==> config.mk <==
export PLATFORM = sky130hd
export DESIGN_NAME = hsid_mse_topk
export DESIGN_NICKNAME = d
export VERILOG_FILES = /design/src/rtl/hsid_pkg.sv /design/src/rtl/hsid_mse_topk_slot.sv /design/src/rtl/hsid_mse_topk.sv
export SDC_FILE = /design/constraint.sdc
export NUM_CORES = 1
export LEC_CHECK = 0
export BUFFER_PORTS_ARGS = -buffer_cell sky130_fd_sc_hd__buf_2
export CORE_MARGIN = 3
export CORE_UTILIZATION = 57
export CTS_BUF_LIST = sky130_fd_sc_hd__clkbuf_16
export CTS_CLUSTER_SIZE = 20
export DETAILED_ROUTE_END_ITERATION = 8
export PLACE_DENSITY = 0.86
export REMOVE_ABC_BUFFERS = 1
export SLEW_MARGIN = 25
export SYNTH_ARGS = -nofsm -noshare
export SYNTH_HDL_FRONTEND = slang
export SYNTH_SLANG_ARGS = --single-unit
==> constraint.sdc <==
create_clock -name clk -period 2.9 [get_ports clk]
set_input_delay 0.145 -clock clk [delete_from_list [all_inputs] [get_ports clk]]
set_output_delay 0.145 -clock clk [all_outputs]
set_load 0.01 [all_outputs]
==> src/rtl/hsid_pkg.sv <==
// Shared types and constants for the HSID MSE ranking blocks.
package hsid_pkg;

  localparam int unsigned HSID_WORD_WIDTH       = 32;
  localparam int unsigned HSID_MAX_HSP_LIBRARY  = 64;
  localparam int unsigned HSID_REF_WIDTH        = $clog2(HSID_MAX_HSP_LIBRARY);
  localparam int unsigned HSID_MSE_TOPK_DEFAULT = 4;

  typedef struct packed {
    logic [HSID_WORD_WIDTH-1:0] value;
    logic [HSID_REF_WIDTH-1:0]  ref_id;
  } hsid_mse_entry_t;

  typedef enum logic [1:0] {
    HSID_TOPK_IDLE  = 2'd0,
    HSID_TOPK_ACCUM = 2'd1,
    HSID_TOPK_DONE  = 2'd2
  } hsid_topk_state_e;

endpackage

==> src/rtl/hsid_mse_topk_slot.sv <==
// One ranked slot of the top-K list: holds, takes the upper neighbour, or takes the input.
module hsid_mse_topk_slot
  import hsid_pkg::*;
#(
  parameter int unsigned WORD_WIDTH = HSID_WORD_WIDTH,
  parameter int unsigned REF_WIDTH  = HSID_REF_WIDTH,
  parameter int unsigned SELECT_MAX = 0
) (
  input  logic                  clk,
  input  logic                  rst,
  input  logic                  flush,
  input  logic                  load,
  input  logic                  filled,
  input  logic                  prev_better,
  input  logic [WORD_WIDTH-1:0] prev_value,
  input  logic [REF_WIDTH-1:0]  prev_ref,
  input  logic [WORD_WIDTH-1:0] in_value,
  input  logic [REF_WIDTH-1:0]  in_ref,
  output logic [WORD_WIDTH-1:0] value,
  output logic [REF_WIDTH-1:0]  ref_id,
  output logic                  better_c
);

  localparam logic [WORD_WIDTH-1:0] SENTINEL =
    (SELECT_MAX != 0) ? {WORD_WIDTH{1'b0}} : {WORD_WIDTH{1'b1}};

  // Strict compare: an equal input lands ahead of this entry; empty slots never win
  always_comb begin
    better_c = 1'b0;
    if (filled) begin
      if (SELECT_MAX != 0) better_c = (value > in_value);
      else                 better_c = (value < in_value);
    end
  end

  always_ff @(posedge clk) begin
    if (rst || flush) begin
      value  <= SENTINEL;
      ref_id <= '0;
    end else if (load && !better_c) begin
      if (prev_better) begin
        value  <= in_value;
        ref_id <= in_ref;
      end else begin
        value  <= prev_value;
        ref_id <= prev_ref;
      end
    end
  end

endmodule

==> src/rtl/hsid_mse_topk.sv <==
// Sorted top-K tracker of MSE scores with library refs over one sweep.
// Optional HSID_MSE_TOPK_STATS_EN adds per-sweep sample/drop counters.
module hsid_mse_topk
  import hsid_pkg::*;
#(
  parameter int unsigned WORD_WIDTH       = HSID_WORD_WIDTH,
  parameter int unsigned HSI_LIBRARY_SIZE = HSID_MAX_HSP_LIBRARY,
  parameter int unsigned TOP_K            = HSID_MSE_TOPK_DEFAULT,
  parameter int unsigned SELECT_MAX       = 0,
  localparam int unsigned REF_WIDTH       = $clog2(HSI_LIBRARY_SIZE),
  localparam int unsigned CNT_WIDTH       = $clog2(TOP_K + 1),
  localparam int unsigned STAT_WIDTH      = REF_WIDTH + 1
) (
  input  logic                        clk,
  input  logic                        rst,
  input  logic                        clear,
  input  logic                        in_valid,
  output logic                        in_ready,
  input  logic [WORD_WIDTH-1:0]       in_value,
  input  logic [REF_WIDTH-1:0]        in_ref,
  input  logic                        in_last,
  output logic                        out_valid,
  input  logic                        out_ready,
  output logic [TOP_K*WORD_WIDTH-1:0] out_values,
  output logic [TOP_K*REF_WIDTH-1:0]  out_refs,
  output logic [CNT_WIDTH-1:0]        out_count,
  output logic                        busy
`ifdef HSID_MSE_TOPK_STATS_EN
  ,
  output logic [STAT_WIDTH-1:0]       sample_count,
  output logic [STAT_WIDTH-1:0]       dropped_count
`endif
);

  localparam logic [1:0] ST_IDLE  = 2'(HSID_TOPK_IDLE);
  localparam logic [1:0] ST_ACCUM = 2'(HSID_TOPK_ACCUM);
  localparam logic [1:0] ST_DONE  = 2'(HSID_TOPK_DONE);

  logic [1:0] state;
  logic [1:0] state_next;

  logic accept_c;
  logic transfer_c;
  logic flush_c;
  logic drop_c;

  logic [TOP_K-1:0]      better_c;
  logic [WORD_WIDTH-1:0] slot_value [TOP_K];
  logic [REF_WIDTH-1:0]  slot_ref   [TOP_K];

  assign accept_c   = in_valid && in_ready && !clear;
  assign transfer_c = out_valid && out_ready;
  assign flush_c    = clear || transfer_c;
  assign drop_c     = better_c[TOP_K-1];

  // Slot i compares itself against the input; slot 0 sees an always-better virtual neighbour
  for (genvar i = 0; i < TOP_K; i++) begin : g_slot
    logic                  prev_better;
    logic [WORD_WIDTH-1:0] prev_value;
    logic [REF_WIDTH-1:0]  prev_ref;

    if (i == 0) begin : g_head
      assign prev_better = 1'b1;
      assign prev_value  = in_value;
      assign prev_ref    = in_ref;
    end else begin : g_tail
      assign prev_better = better_c[i-1];
      assign prev_value  = slot_value[i-1];
      assign prev_ref    = slot_ref[i-1];
    end

    hsid_mse_topk_slot #(
      .WORD_WIDTH (WORD_WIDTH),
      .REF_WIDTH  (REF_WIDTH),
      .SELECT_MAX (SELECT_MAX)
    ) u_slot (
      .clk         (clk),
      .rst         (rst),
      .flush       (flush_c),
      .load        (accept_c),
      .filled      (CNT_WIDTH'(i) < out_count),
      .prev_better (prev_better),
      .prev_value  (prev_value),
      .prev_ref    (prev_ref),
      .in_value    (in_value),
      .in_ref      (in_ref),
      .value       (slot_value[i]),
      .ref_id      (slot_ref[i]),
      .better_c    (better_c[i])
    );

    assign out_values[i*WORD_WIDTH +: WORD_WIDTH] = slot_value[i];
    assign out_refs[i*REF_WIDTH +: REF_WIDTH]     = slot_ref[i];
  end

  // State register
  always_ff @(posedge clk) begin
    if (rst || clear) state <= ST_IDLE;
    else              state <= state_next;
  end

  // Next-state logic
  always_comb begin
    state_next = state;
    case (state)
      ST_IDLE:  if (accept_c) state_next = in_last ? ST_DONE : ST_ACCUM;
      ST_ACCUM: if (accept_c && in_last) state_next = ST_DONE;
      ST_DONE:  if (transfer_c) state_next = ST_IDLE;
      default:  state_next = ST_IDLE;
    endcase
  end

  // Registered handshake/status outputs follow the next state
  always_ff @(posedge clk) begin
    if (rst || clear) begin
      in_ready  <= 1'b1;
      out_valid <= 1'b0;
      busy      <= 1'b0;
      out_count <= '0;
    end else begin
      in_ready  <= (state_next != ST_DONE);
      out_valid <= (state_next == ST_DONE);
      busy      <= (state_next != ST_IDLE);
      if (transfer_c)
        out_count <= '0;
      else if (accept_c && !drop_c && out_count != CNT_WIDTH'(TOP_K))
        out_count <= out_count + CNT_WIDTH'(1);
    end
  end

`ifdef HSID_MSE_TOPK_STATS_EN
  // Saturating per-sweep counters, frozen in DONE since nothing is accepted there
  always_ff @(posedge clk) begin
    if (rst || flush_c) begin
      sample_count  <= '0;
      dropped_count <= '0;
    end else if (accept_c) begin
      if (sample_count != {STAT_WIDTH{1'b1}})
        sample_count <= sample_count + STAT_WIDTH'(1);
      if (drop_c && dropped_count != {STAT_WIDTH{1'b1}})
        dropped_count <= dropped_count + STAT_WIDTH'(1);
    end
  end
`endif

endmodule

---- After elaboration in Yosys (flattened, before gate mapping) ----
Cells that the tools add are included.
storage, ports and cells
  flip-flop bits (word level) ............. 160
  latch bits .............................. 0
  memory bits (writable) .................. 0
  memory bits (read-only) ................. 0
  word-level logic and storage cells ...... 62
  memories kept ........................... 0
cells by class
  $add $sub $neg .......................... 1
  multiply operators ...................... 0
  div/mod/pow operators ................... 0
  magnitude comparators ................... 8
  eq/ne operators ......................... 5
  shift operators ......................... 0
  multiplexer cells ....................... 15
  bitwise gates (word level) .............. 0
  reductions and logical operators ........ 20
operator list
  cell                 number
  $lt 32x32->1         4
  $mux 32              3
  $mux 6               3
  $logic_and 1x1->1    9
  $mux 2               4
  $lt 1x3->1 const A   2
  $lt 2x3->1 const A   2
  $pmux 2 s3           1
  $logic_not 1->1      5
  $eq 2x2->1 const B   2
  $mux 1               4
  $add 3x1->3 const B  1
  $logic_or 1x1->1     3
  $ne 3x3->1 const B   1
  $eq 2x1->1 const B   1
  $logic_not 2->1      1
  $ne 2x2->1 const B   1
  $reduce_bool 2->1    1
  $reduce_or 2->1      1

---- Logic depth before layout (Yosys ltp) ----
  depth after elaboration ................. 6
  mapped depth ............................ 12
  gate-level depth less buffers ........... 9

---- Modules after synthesis ----
From an unflattened synthesis, not the netlist that was laid out.
unflattened totals
  cell total of the unflattened synthesis .. 1,347
  area, all modules ....................... 11,345.9 um^2
modules (own cells, without submodules)
  module                                      instances  cells each  area an instance (um^2)
  hsid_mse_topk_slot at g_slot[0].u_slot ...  3          326         2,735.1
  hsid_mse_topk_slot at g_slot[1].u_slot      1          328         2,753.9
  hsid_mse_topk                               1          41          386.6

---- Worst setup path before layout ----
Ideal clock, no wire load.
  kind .................................... register to register
  from .................................... register g_slot[2].u_slot.value[29]
  to ...................................... register g_slot[2].u_slot.ref_id[0]
  setup time .............................. 122 ps
  arrival ................................. 2,441 ps
  data required time ...................... 2,778 ps
  setup slack ............................. 337 ps
  stages on the path, launching flop included .. 11
  path buffers ............................ 2
  clock period less this slack ............ 2,563 ps
  path through ............................ dfxtp_1 ha_1 nand4_1 nor4_2 nand3_1 o32a_1 and2_1 buf_2 o21a_1 buf_6 a221o_1
between the ends
  longest elaborated chain between the ends .. 4
RTL lines
  what                    line                      source
  start, declared         hsid_mse_topk_slot.sv:19  output logic [WORD_WIDTH-1:0] value,
  start signal, assigned  hsid_mse_topk_slot.sv:42  value <= in_value;
  start signal, assigned  hsid_mse_topk_slot.sv:45  value <= prev_value;
  $lt 32x32->1            hsid_mse_topk_slot.sv:32  else better_c = (value < in_value);
  $mux 1                  hsid_mse_topk_slot.sv:30  if (filled) begin
  $logic_not 1->1         hsid_mse_topk_slot.sv:40  end else if (load && !better_c) begin
  $logic_and 1x1->1       hsid_mse_topk_slot.sv:40
  end signal, assigned    hsid_mse_topk_slot.sv:43  ref_id <= in_ref;
  end signal, assigned    hsid_mse_topk_slot.sv:46  ref_id <= prev_ref;
  end, declared           hsid_mse_topk_slot.sv:20  output logic [REF_WIDTH-1:0] ref_id,
No other way between the ends.
A chain may end at the register's enable or synchronous reset.

---- Final worst setup path ----
  from .................................... register g_slot[1].u_slot.value[23]
  to ...................................... register g_slot[1].u_slot.value[15]
between the ends
  longest elaborated chain between the ends .. 4
RTL lines
  what                    line
  start, declared         hsid_mse_topk_slot.sv:19
  start signal, assigned  hsid_mse_topk_slot.sv:42
  start signal, assigned  hsid_mse_topk_slot.sv:45
  $lt 32x32->1            hsid_mse_topk_slot.sv:32
  $mux 1                  hsid_mse_topk_slot.sv:30
  $logic_not 1->1         hsid_mse_topk_slot.sv:40
  $logic_and 1x1->1       hsid_mse_topk_slot.sv:40
No other way between the ends.

==> results.json <==
{
  "worstHoldEndpoint": "g_slot[0].u_slot.ref_id[5]",
  "synth_edf_count": 0,
  "reg2regPathDepth": 10,
  "clk_pin_slew_ps": 70,
  "syn_area_per_cell_um2": 7.804,
  "synth_top_family_by_area": "compound AO/OA/AOI/OAI gates",
  "core_um2": 18330,
  "worstHoldStart": "in_ref[5]",
  "clkPwrFrac_pct": 43.3,
  "synth-xor-area-share_pct": 0,
  "cp.required_ps": 3250,
  "syn-cell-area_um2": 10850,
  "cp_max_fo": 18,
  "crit_arrival_ps": 3240,
  "p_per_area_nw_per_um2": 415.3,
  "dp_hpwl_mm": 26.90,
  "drive_above_1_share_pct": 20.53,
  "period_share_pct": 99.64,
  "hold_depth": 3,
  "cpPeakStageDelay_ps": 430,
  "min_path_type": "in -> reg",
  "fin_skew_ps": 7.368,
  "cts_buffers": 17,
  "grt_pass1_wl_mm": 61.32,
  "cp-start-kind": "register",
  "leakagePower_nw": 5.597,
  "ys_ff_latch": 160,
  "die_h_um": 144.0,
  "p_switching_mw": 1.532,
  "drt_iter0_drc": 1458,
  "syn2layout_area_growth_pct": 21.73,
  "ant_nets": 0,
  "synthArstFlopShare_pct": 0,
  "crit_path_frequent_cell": "buf_4",
  "ys_seq_area_share_pct": 29.53,
  "clock_sinks": 160,
  "grt_max_degree": 77,
  "critPathKind": "reg -> reg",
  "die_area_um2": 20720,
  "root_buffer": "clkbuf_16",
  "cp_num_buf_inv": 3,
  "rr_endpoint": "g_slot[1].u_slot.value[15]",
  "slowest_stage": "nor4_2",
  "synthAdderAreaFrac_pct": 14.53,
  "ctsLongestPathBuffers": 2,
  "htreeDepth": 4,
  "track_usage_pct": 37.16,
  "layout_commonest_cell": "buf_2",
  "r2r_slack_ps": 10,
  "grt_pass1_vias": 11970,
  "fillers": 1389,
  "via_count": 12490,
  "worst_pin_slew_ps": 845.3,
  "slew_headroom_pct": 43.44,
  "overflow": 0,
  "critPathLaunch": "g_slot[1].u_slot.value[23]",
  "yosys_warnings": 0,
  "p_comb_share_pct": 15.2,
  "yosysTopAreaCell": "dfxtp_1",
  "nNetsFinal": 1746,
  "finalSetupTns_ps": 0,
  "synth.area.top_cells": "dfxtp_1 30%, ha_1 15%, nand3_1 6.9%",
  "io_pins": 202,
  "p_total_mw": 5.484,
  "synth_cells": 1390,
  "num_rows": 49,
  "wl_per_cell_um": 22.15,
  "finalMaxSlewViolations": 0,
  "place_congestion": 1.002,
  "antenna_found_initial": 3,
  "hold_viol_final": 0,
  "vias_per_cell": 6.866,
  "drv_cap": 0,
  "synth_cell_type_count": 53,
  "cp.depth": 10,
  "internal-power_mw": 3.952,
  "cts_tree": "built",
  "r2r-start": "g_slot[1].u_slot.value[23]",
  "yosys.area_share.simple_pct": 20.27,
  "path_delay_family": "compound AO/OA/AOI/OAI gates",
  "endpoint_kind": "register",
  "fmax_mhz": 346.1,
  "final_cell_mix": "201 x buf_2, 163 x nand2_1, 159 x dfxtp_1, 149 x nand3_1, 124 x ha_1",
  "start_util_pct": 59.18,
  "remaining_drc_errors": 0,
  "synth-compound-area-share_pct": 24.91,
  "post_cts_buffers": 0,
  "wirelength_mm": 40.29,
  "drtPass1Iterations": 6,
  "numPortBuffers": 201,
  "status": "finished clean",
  "synthMuxAreaShare_pct": 4.245,
  "cp_cell_sequence": "ha_1, nand4_1, nor4_2, o21ai_0, buf_4, a2111oi_4, buf_6, nor2_2, buf_4, a22oi_1",
  "power_frac_seq_pct": 41.4,
  "ir_drop_mv": 0.4155,
  "die_w_um": 144.0,
  "yosys.area.top_type_share_pct": 29.53,
  "clock_latency_ps": 430,
  "setup-violations-final": 0,
  "final_period_minus_worst_setup_slack_ps": 2890,
  "synth_flop_cell": "dfxtp_1",
  "switching_share_pct": 27.94
}
## worst reg2reg max path, stage by stage (launching register included)
cell,delay (ps)
dfxtp_1,360
ha_1,330
nand4_1,180
nor4_2,430
o21ai_0,190
buf_4,190
a2111oi_4,420
buf_6,190
nor2_2,50
buf_4,240
a22oi_1,240
## how the worst max path moves through the flow
stage,slack [ps],endpoint
after global routing,-40,g_slot[1].u_slot.value[13]
final,10,g_slot[1].u_slot.value[15]
after CTS,20,g_slot[1].u_slot.value[13]
after floorplan,-6040,g_slot[0].u_slot.value[10]
after global placement,130,g_slot[2].u_slot.ref_id[2]
after detailed placement,-7,g_slot[2].u_slot.ref_id[0]
## power by group through the flow
stage	Combinational [mW]	Sequential [mW]	Clock [mW]
after global routing	0.909	2.27	2.46
after global placement	0.750	2.32	0
after CTS	0.792	2.27	2.36
final	0.836	2.27	2.38
after floorplan	0.435	2.32	0
after detailed placement	0.776	2.32	0
## stage by stage
stage / setup WS (ps) / util (%) / area, um^2 / instances / hold WS [ps]
floorplan: -6044 / - / 10410 / 1285 / 269.1
global placement: 125.3 / 67.75 / 12420 / 1780 / 430.2
detailed placement: -7.429 / 67.75 / 12420 / 1780 / 437.8
CTS: 24.64 / 71.34 / 13080 / 1816 / 2.835
global route: -42.96 / 72.01 / 13200 / 1817 / 8.945
finish: 10.44 / 72.04 / 13210 / 1819 / 9.941
## cells by family after synthesis
family          Yosys count
compound gates          390
fa+ha+maj               126
buf+inv                 176
mux                      46
flops                   160
simple gates            492
## routing by layer
| layer | global-route usage, % | vias to the layer above | wire, um |
|---|---|---|---|
| met4 | 19.43 | 4 | 1937 |
| met1 | 46.64 | 5764 | 14720 |
| met3 | 10.22 | 206 | 5614 |
| met2 | 58.28 | 1010 | 17990 |
| met5 | 0 | - | 27 |
| li1 | - | 5506 | - |
## layout make-up
class	instances	area (um^2)	share of cell area, %
Multi-Input combinational cell	1054	7119	53.91
Sequential cell	160	3204	24.27
Timing Repair Buffer	272	1724	13.06
Clock buffer	17	425.4	3.222
Tap cell	229	286.5	2.170
Inverter	71	266.5	2.018
Clock inverter	14	173.9	1.317
Antenna cell	2	5.005	0.03790
## synthesized netlist by cell type, drive strengths merged (4+ instances only)
cell type	number
nand3	149
nand2	163
o21ai	83
dfxtp	160
clkbuf	68
buf	37
a21o	17
inv	71
nor4	5
a311oi	7
nand4	15
o21a	9
a221o	7
nand2b	5
a211o	5
a32oi	32
nor3	11
nor2	122
a22oi	63
o211ai	70
and4	7
ha	126
mux2i	46
o31ai	7
a211oi	15
a21oi	56
and3	4
## flip-flops by register name, indices dropped and copies added, names as in the netlist
signal,count
g_slot.u_slot.value,128
out_valid,1
in_ready,1
busy,1
g_slot.u_slot.ref_id,24
out_count,3
state,2
## timing repair
action | CTS | global route
hold buffers | 5 | 0
resized for setup | 1 | 19
pin swaps | 0 | 3
gates cloned | 0 | 1
hold endpoints to repair | 5 | 0
setup endpoints to repair | 1 | 64
No activity file was read; power rests on OpenSTA's default activity.
